$ cat src/rtl/uart_tx_drain_pkg.sv
// Shared types for the queue-draining UART transmitter: byte type, FSM state
// encoding and the even-parity helper used when UART_TX_PARITY_EN is defined.
package uart_tx_drain_pkg;

    typedef logic [7:0] data_t;

    typedef enum logic [2:0] {
        IDLE   = 3'd0,
        START  = 3'd1,
        DATA   = 3'd2,
        PARITY = 3'd3,
        STOP   = 3'd4
    } uart_state_t;

    localparam logic [2:0] LAST_DATA_IDX = 3'd7;

    function automatic logic even_parity(input data_t b);
        return ^b;
    endfunction

endpackage

$ cat src/rtl/uart_tx_drain_baud_counter.sv
// Bit-period timer: counts 0..CLKS_PER_BIT-1, restarting on every bit boundary
// or whenever the owner holds clr high.
module baud_counter #(
    parameter int CLKS_PER_BIT = 10
) (
    input  logic clk,
    input  logic reset,
    input  logic clr,
    output logic bit_done
);
    localparam int CNT_W = $clog2(CLKS_PER_BIT);
    localparam logic [CNT_W-1:0] LAST = CNT_W'(CLKS_PER_BIT - 1);

    logic [CNT_W-1:0] cnt_r;
    logic             bit_done_s;

    assign bit_done_s = (cnt_r == LAST);
    assign bit_done   = bit_done_s;

    // Period counter, wraps to zero so the next bit starts cleanly.
    always_ff @(posedge clk or posedge reset) begin
        if (reset) begin
            cnt_r <= {CNT_W{1'b0}};
        end else if (clr || bit_done_s) begin
            cnt_r <= {CNT_W{1'b0}};
        end else begin
            cnt_r <= cnt_r + CNT_W'(1);
        end
    end

endmodule

$ cat src/rtl/uart_tx_drain.sv
// Pops bytes from the upstream queue and sends them as back-to-back UART
// frames (8N1, or 8E1 when UART_TX_PARITY_EN is defined).
module uart_tx_drain
    import uart_tx_drain_pkg::*;
#(
    parameter int CLK_FREQ = 25_000_000,
    parameter int BAUD     = 115_200
) (
    input  logic  clk,
    input  logic  reset,
    input  logic  en,
    input  logic  q_empty,
    input  data_t q_rd_data,
    output logic  q_re,
    output logic  tx,
    output logic  busy
);
    localparam int CLKS_PER_BIT = CLK_FREQ / BAUD;

    if (CLKS_PER_BIT < 2) begin : g_bad_baud
        $error("uart_tx_drain: CLKS_PER_BIT must be at least 2");
    end

    uart_state_t state_r;
    uart_state_t state_s;
    data_t       shift_r;
    data_t       shift_s;
    logic [2:0]  idx_r;
    logic [2:0]  idx_s;
    logic        tx_r;
    logic        tx_s;
    logic        busy_r;
    logic        busy_s;
    logic        bit_done_s;
    logic        cnt_clr_s;
    logic        pop_ok_s;
    logic        q_re_s;
`ifdef UART_TX_PARITY_EN
    logic        parity_r;
`endif

    // The counter idles at zero so the start bit gets a full period after a pop.
    assign cnt_clr_s = (state_r == IDLE);

    baud_counter #(
        .CLKS_PER_BIT (CLKS_PER_BIT)
    ) u_baud (
        .clk      (clk),
        .reset    (reset),
        .clr      (cnt_clr_s),
        .bit_done (bit_done_s)
    );

    // Next-state, shifter and pop strobe; a pop only happens at a frame boundary.
    always_comb begin
        state_s  = state_r;
        shift_s  = shift_r;
        idx_s    = idx_r;
        q_re_s   = 1'b0;
        pop_ok_s = !reset && en && !q_empty;
        case (state_r)
            IDLE: begin
                if (pop_ok_s) begin
                    q_re_s  = 1'b1;
                    shift_s = q_rd_data;
                    state_s = START;
                end else begin
                    state_s = IDLE;
                end
            end
            START: begin
                if (bit_done_s) begin
                    idx_s   = 3'd0;
                    state_s = DATA;
                end else begin
                    state_s = START;
                end
            end
            DATA: begin
                if (bit_done_s) begin
                    shift_s = {1'b0, shift_r[7:1]};
                    idx_s   = idx_r + 3'd1;
                    if (idx_r == LAST_DATA_IDX) begin
`ifdef UART_TX_PARITY_EN
                        state_s = PARITY;
`else
                        state_s = STOP;
`endif
                    end else begin
                        state_s = DATA;
                    end
                end else begin
                    state_s = DATA;
                end
            end
            PARITY: begin
                if (bit_done_s) begin
                    state_s = STOP;
                end else begin
                    state_s = PARITY;
                end
            end
            STOP: begin
                if (bit_done_s) begin
                    if (pop_ok_s) begin
                        q_re_s  = 1'b1;
                        shift_s = q_rd_data;
                        state_s = START;
                    end else begin
                        state_s = IDLE;
                    end
                end else begin
                    state_s = STOP;
                end
            end
            default: begin
                state_s = IDLE;
            end
        endcase
    end

    // Line level decoded from the state being entered, so tx is registered yet on time.
    always_comb begin
        tx_s   = 1'b1;
        busy_s = 1'b1;
        case (state_s)
            IDLE: begin
                tx_s   = 1'b1;
                busy_s = 1'b0;
            end
            START: begin
                tx_s = 1'b0;
            end
            DATA: begin
                tx_s = shift_s[0];
            end
            PARITY: begin
`ifdef UART_TX_PARITY_EN
                tx_s = parity_r;
`else
                tx_s = 1'b1;
`endif
            end
            STOP: begin
                tx_s = 1'b1;
            end
            default: begin
                tx_s   = 1'b1;
                busy_s = 1'b0;
            end
        endcase
    end

    // Frame state and registered line outputs; reset drops any frame in flight.
    always_ff @(posedge clk or posedge reset) begin
        if (reset) begin
            state_r <= IDLE;
            shift_r <= 8'h00;
            idx_r   <= 3'd0;
            tx_r    <= 1'b1;
            busy_r  <= 1'b0;
        end else begin
            state_r <= state_s;
            shift_r <= shift_s;
            idx_r   <= idx_s;
            tx_r    <= tx_s;
            busy_r  <= busy_s;
        end
    end

`ifdef UART_TX_PARITY_EN
    // Parity is latched from the whole byte at pop time, before shifting destroys it.
    always_ff @(posedge clk or posedge reset) begin
        if (reset) begin
            parity_r <= 1'b0;
        end else if (q_re_s) begin
            parity_r <= even_parity(q_rd_data);
        end else begin
            parity_r <= parity_r;
        end
    end
`endif

    assign q_re = q_re_s;
    assign tx   = tx_r;
    assign busy = busy_r;

endmodule

$ cat config.mk
export PLATFORM = sky130hd
export DESIGN_NAME = uart_tx_drain
export DESIGN_NICKNAME = d
export VERILOG_FILES = /design/src/rtl/uart_tx_drain_pkg.sv /design/src/rtl/uart_tx_drain_baud_counter.sv /design/src/rtl/uart_tx_drain.sv
export SDC_FILE = /design/constraint.sdc
export NUM_CORES = 1
export LEC_CHECK = 0
export CAP_MARGIN = 20
export CORE_MARGIN = 2
export CORE_UTILIZATION = 45
export CTS_CLUSTER_SIZE = 8
export DETAILED_ROUTE_END_ITERATION = 16
export PLACE_DENSITY_LB_ADDON = 0.3
export SLEW_MARGIN = 20
export SYNTH_ARGS = -nofsm -noshare
export SYNTH_HDL_FRONTEND = slang
export SYNTH_SLANG_ARGS = --single-unit
$ cat constraint.sdc
create_clock -name clk -period 2.71 [get_ports clk]
set_input_delay 0.6775 -clock clk [delete_from_list [all_inputs] [get_ports clk]]
set_output_delay 0.6775 -clock clk [all_outputs]
set_load 0.05 [all_outputs]
==> out/qor.yml <==
synth:
  async_reset_ff_share_pct: 100
  synthCells: 129
  syn_area_per_cell_um2: 10.1
  synth.distinct_cells: 46
  synth_top_area_cell: "dfrtp_1"
  syn_area_um2: 1310
  ys_seq_area_share_pct: 46.0
  synth_seq_cells: 24
  synth_area_leaders: "dfrtp_1, a22o_1, nor2_1, a21o_1, ha_1"
  ys.flop_type: "dfrtp_1"
  yosys_warnings: 0
  synth.top_cell.area_share_pct: 44.0
  synth_edf_count: 0
  syn_nets: 145
floorplanning:
  core-area_um2: 2760
  num_io_pins: 15
  fp-row-count: 19
  start_util_pct: 47.4
  die_area_um2: 3350
  die_w_um: 57.9
  fp.dieH_um: 57.9
critical_path:
  crit_buf_inv: 2
  crit_family: "simple AND/OR/NAND/NOR gates"
  slowest_delay_ns: 0.44
  cp_cell_sequence: "clkdlybuf4s50_1, or3b_4, nor2_4, and2_4, buf_12"
  regToRegSetupSlack_ns: 0.78
  critPathMaxFanout: 3
  reg2reg_from: "u_baud.cnt_r[0]$_DFF_PP0_"
  crit_arrival_ns: 1.96
  crit_start: "reset"
  crit_type: "in -> out"
  slowest_stage: "clkdlybuf4s50_1"
  crit_required_ns: 2.03
  end_kind: "primary output"
  crit_path_start_kind: "primary input"
grt:
  track_usage_pct: 16.0
  grt_pass1_vias: 991
  grt_pass1_wl_mm: 4.26
  gr-total-overflow: 0
  use_met1_pct: 19.9
  grt_busiest_layer: "met2"
  grt_max_degree: 25
  grtUsageMet3_pct: 2.68
  grtUsageMet2_pct: 29.1
  antenna_found_initial: 0
cells_and_area:
  nets: 163
  most-common-layout-cells: "dfrtp_1, nor2_1, clkdlybuf4s50_1"
  diodes: 0
  final_common_cell: "dfrtp_1"
  post-route-util_pct: 56.6
  postLayoutCellArea_um2: 1560
  syn2layout_area_growth_pct: 19.3
  drive_gt1_share_pct: 15.8
cts:
  clk_pin_slew_ns: 0.13
  numClockSinks: 24
  clock_path_buffers: 2
  cts_made_buffers: 3
  clk_latency_ns: 0.31
  cts-root-buf: "clkbuf_4"
  cts_tree: "done"
  cts.htree.levels: 1
power:
  powerDensity_nw_per_um2: 637
  power.leakage_nw: 0.739
  ir_worst_vdd_mv: 0.515
detailed_routing:
  num_vias: 1023
  post-route-drc-count: 0
  wirelength_mm: 2.46
  ant_nets: 0
  viasPerCell: 5.78
  post_drt_wl_per_cell_um: 13.9
  drt-pass1-iter-count: 4
  drtIter0Drc: 34
sta:
  slew_viol_final: 0
  fmax_mhz: 380
  finalSetupViolCount: 0
  fin_crit_sh_pct: 97.2
  finalHoldViolations: 0
  min_period_ns: 2.63
  rsz0062_at_grt: "no"
  worstMarginPinSlew_ns: 0.497
  timing.hold.ws_ns: 0.492
  fin_skew_ns: 0.00443
  relSlewSlack_pct: 66.8
flow_run:
  maxCapViolations: 0
hold_path:
  worstHoldStart: "shift_r[6]$_DFFE_PP0P_"
  worstHoldPathType: "reg -> reg"
run_status:
  status: "finished, final reports clean"
placement:
  placed_area_um2: 1500
  dp_hpwl_mm: 1.87
  io_buffers: 14
  gp_congestion: 0.819
## kinds of logic (layout without fill, tap and decap cells)
logic type	Yosys count	after routing	share of synthesized area (%)
compound gates	36	36	20.6
xor+xnor	5	5	3.35
fa+ha+maj	4	4	3.83
buf+inv	11	28	4.21
flops	24	24	46.0
mux	2	2	1.63
simple gates	47	47	20.4
## worst reg2reg max path: stages (launching register included)
cell      delay, ns
dfrtp_1        0.44
inv_1          0.07
ha_1           0.19
nand4b_4       0.13
nor3_1         0.37
nand2_1        0.15
a21o_1         0.27
a32o_1         0.23
## power breakdown
group	internal [mW]	switching (mW)	leakage [nW]
registers	0.426	0.0701	0.311
clock network	0.149	0.105	0.0279
logic	0.118	0.125	0.400
## metrics by stage
step	TNS, ns	cells	power, mW	setup WS, ns
3_5_place_dp	-0.0462	173	0.747	-0.0462
2_1_floorplan	0	129	0.673	0.394
5_1_grt	0	177	1.05	0.0138
4_1_cts	0	177	1.01	0.0674
6_report	0	177	0.993	0.0757
3_3_place_gp	-0.0367	173	0.734	-0.0367
## sequential cells by signal, summed over array words and instances (netlist names)
name and cells:
u_baud.cnt_r 8, idx_r 3, busy 1, shift_r 8, state_r 3, tx 1
## routing by layer
layer  part of all wire, %  wire [µm]
met3                   3.1         77
met5                     0          0
met2                    53       1300
met1                    43       1070
met4                  0.81         20
## synthesized netlist by cell type, drive strengths merged, types with 2 or more instances
cell type,number
o21ai,6
a31oi,3
a21oi,4
nand3,3
nand2,10
nor3,2
xnor2,2
or2,2
dfrtp,23
ha,4
inv,5
nor2,17
a22o,7
clkbuf,2
nor3b,2
xor2,3
a21o,7
buf,4
or3b,2
nor2b,3
## area by class of cell
class | count | area, µm²
fillers | 246 | 1200
well taps | 31 | 38.8
clock inverters | 1 | 30.0
clock buffers | 3 | 22.5
inverters | 5 | 18.8
flip-flops and latches | 24 | 602
repair buffers | 19 | 188
multi-input cells | 94 | 661
## path summary, 6_finish.rpt
kind | endpoint | depth (start not counted)
min | shift_r[6]$_DFFE_PP0P_ | 1
min in group asynchronous | shift_r[2]$_DFFE_PP0P_ | 3
max reg2reg | shift_r[7]$_DFFE_PP0P_ | 7
max in group asynchronous | tx$_DFF_PP1_ | 3
max | q_re | 5
min reg2reg | shift_r[6]$_DFFE_PP0P_ | 1
## timing repair
action,4_1_cts,5_1_grt
setup buffers,0,0
gates resized for setup,2,1
cloned,0,0
pin swaps,1,0
endpoints found under the setup margin,1,1
hold buffers,0,0
Power figures use the tool's default switching activity.
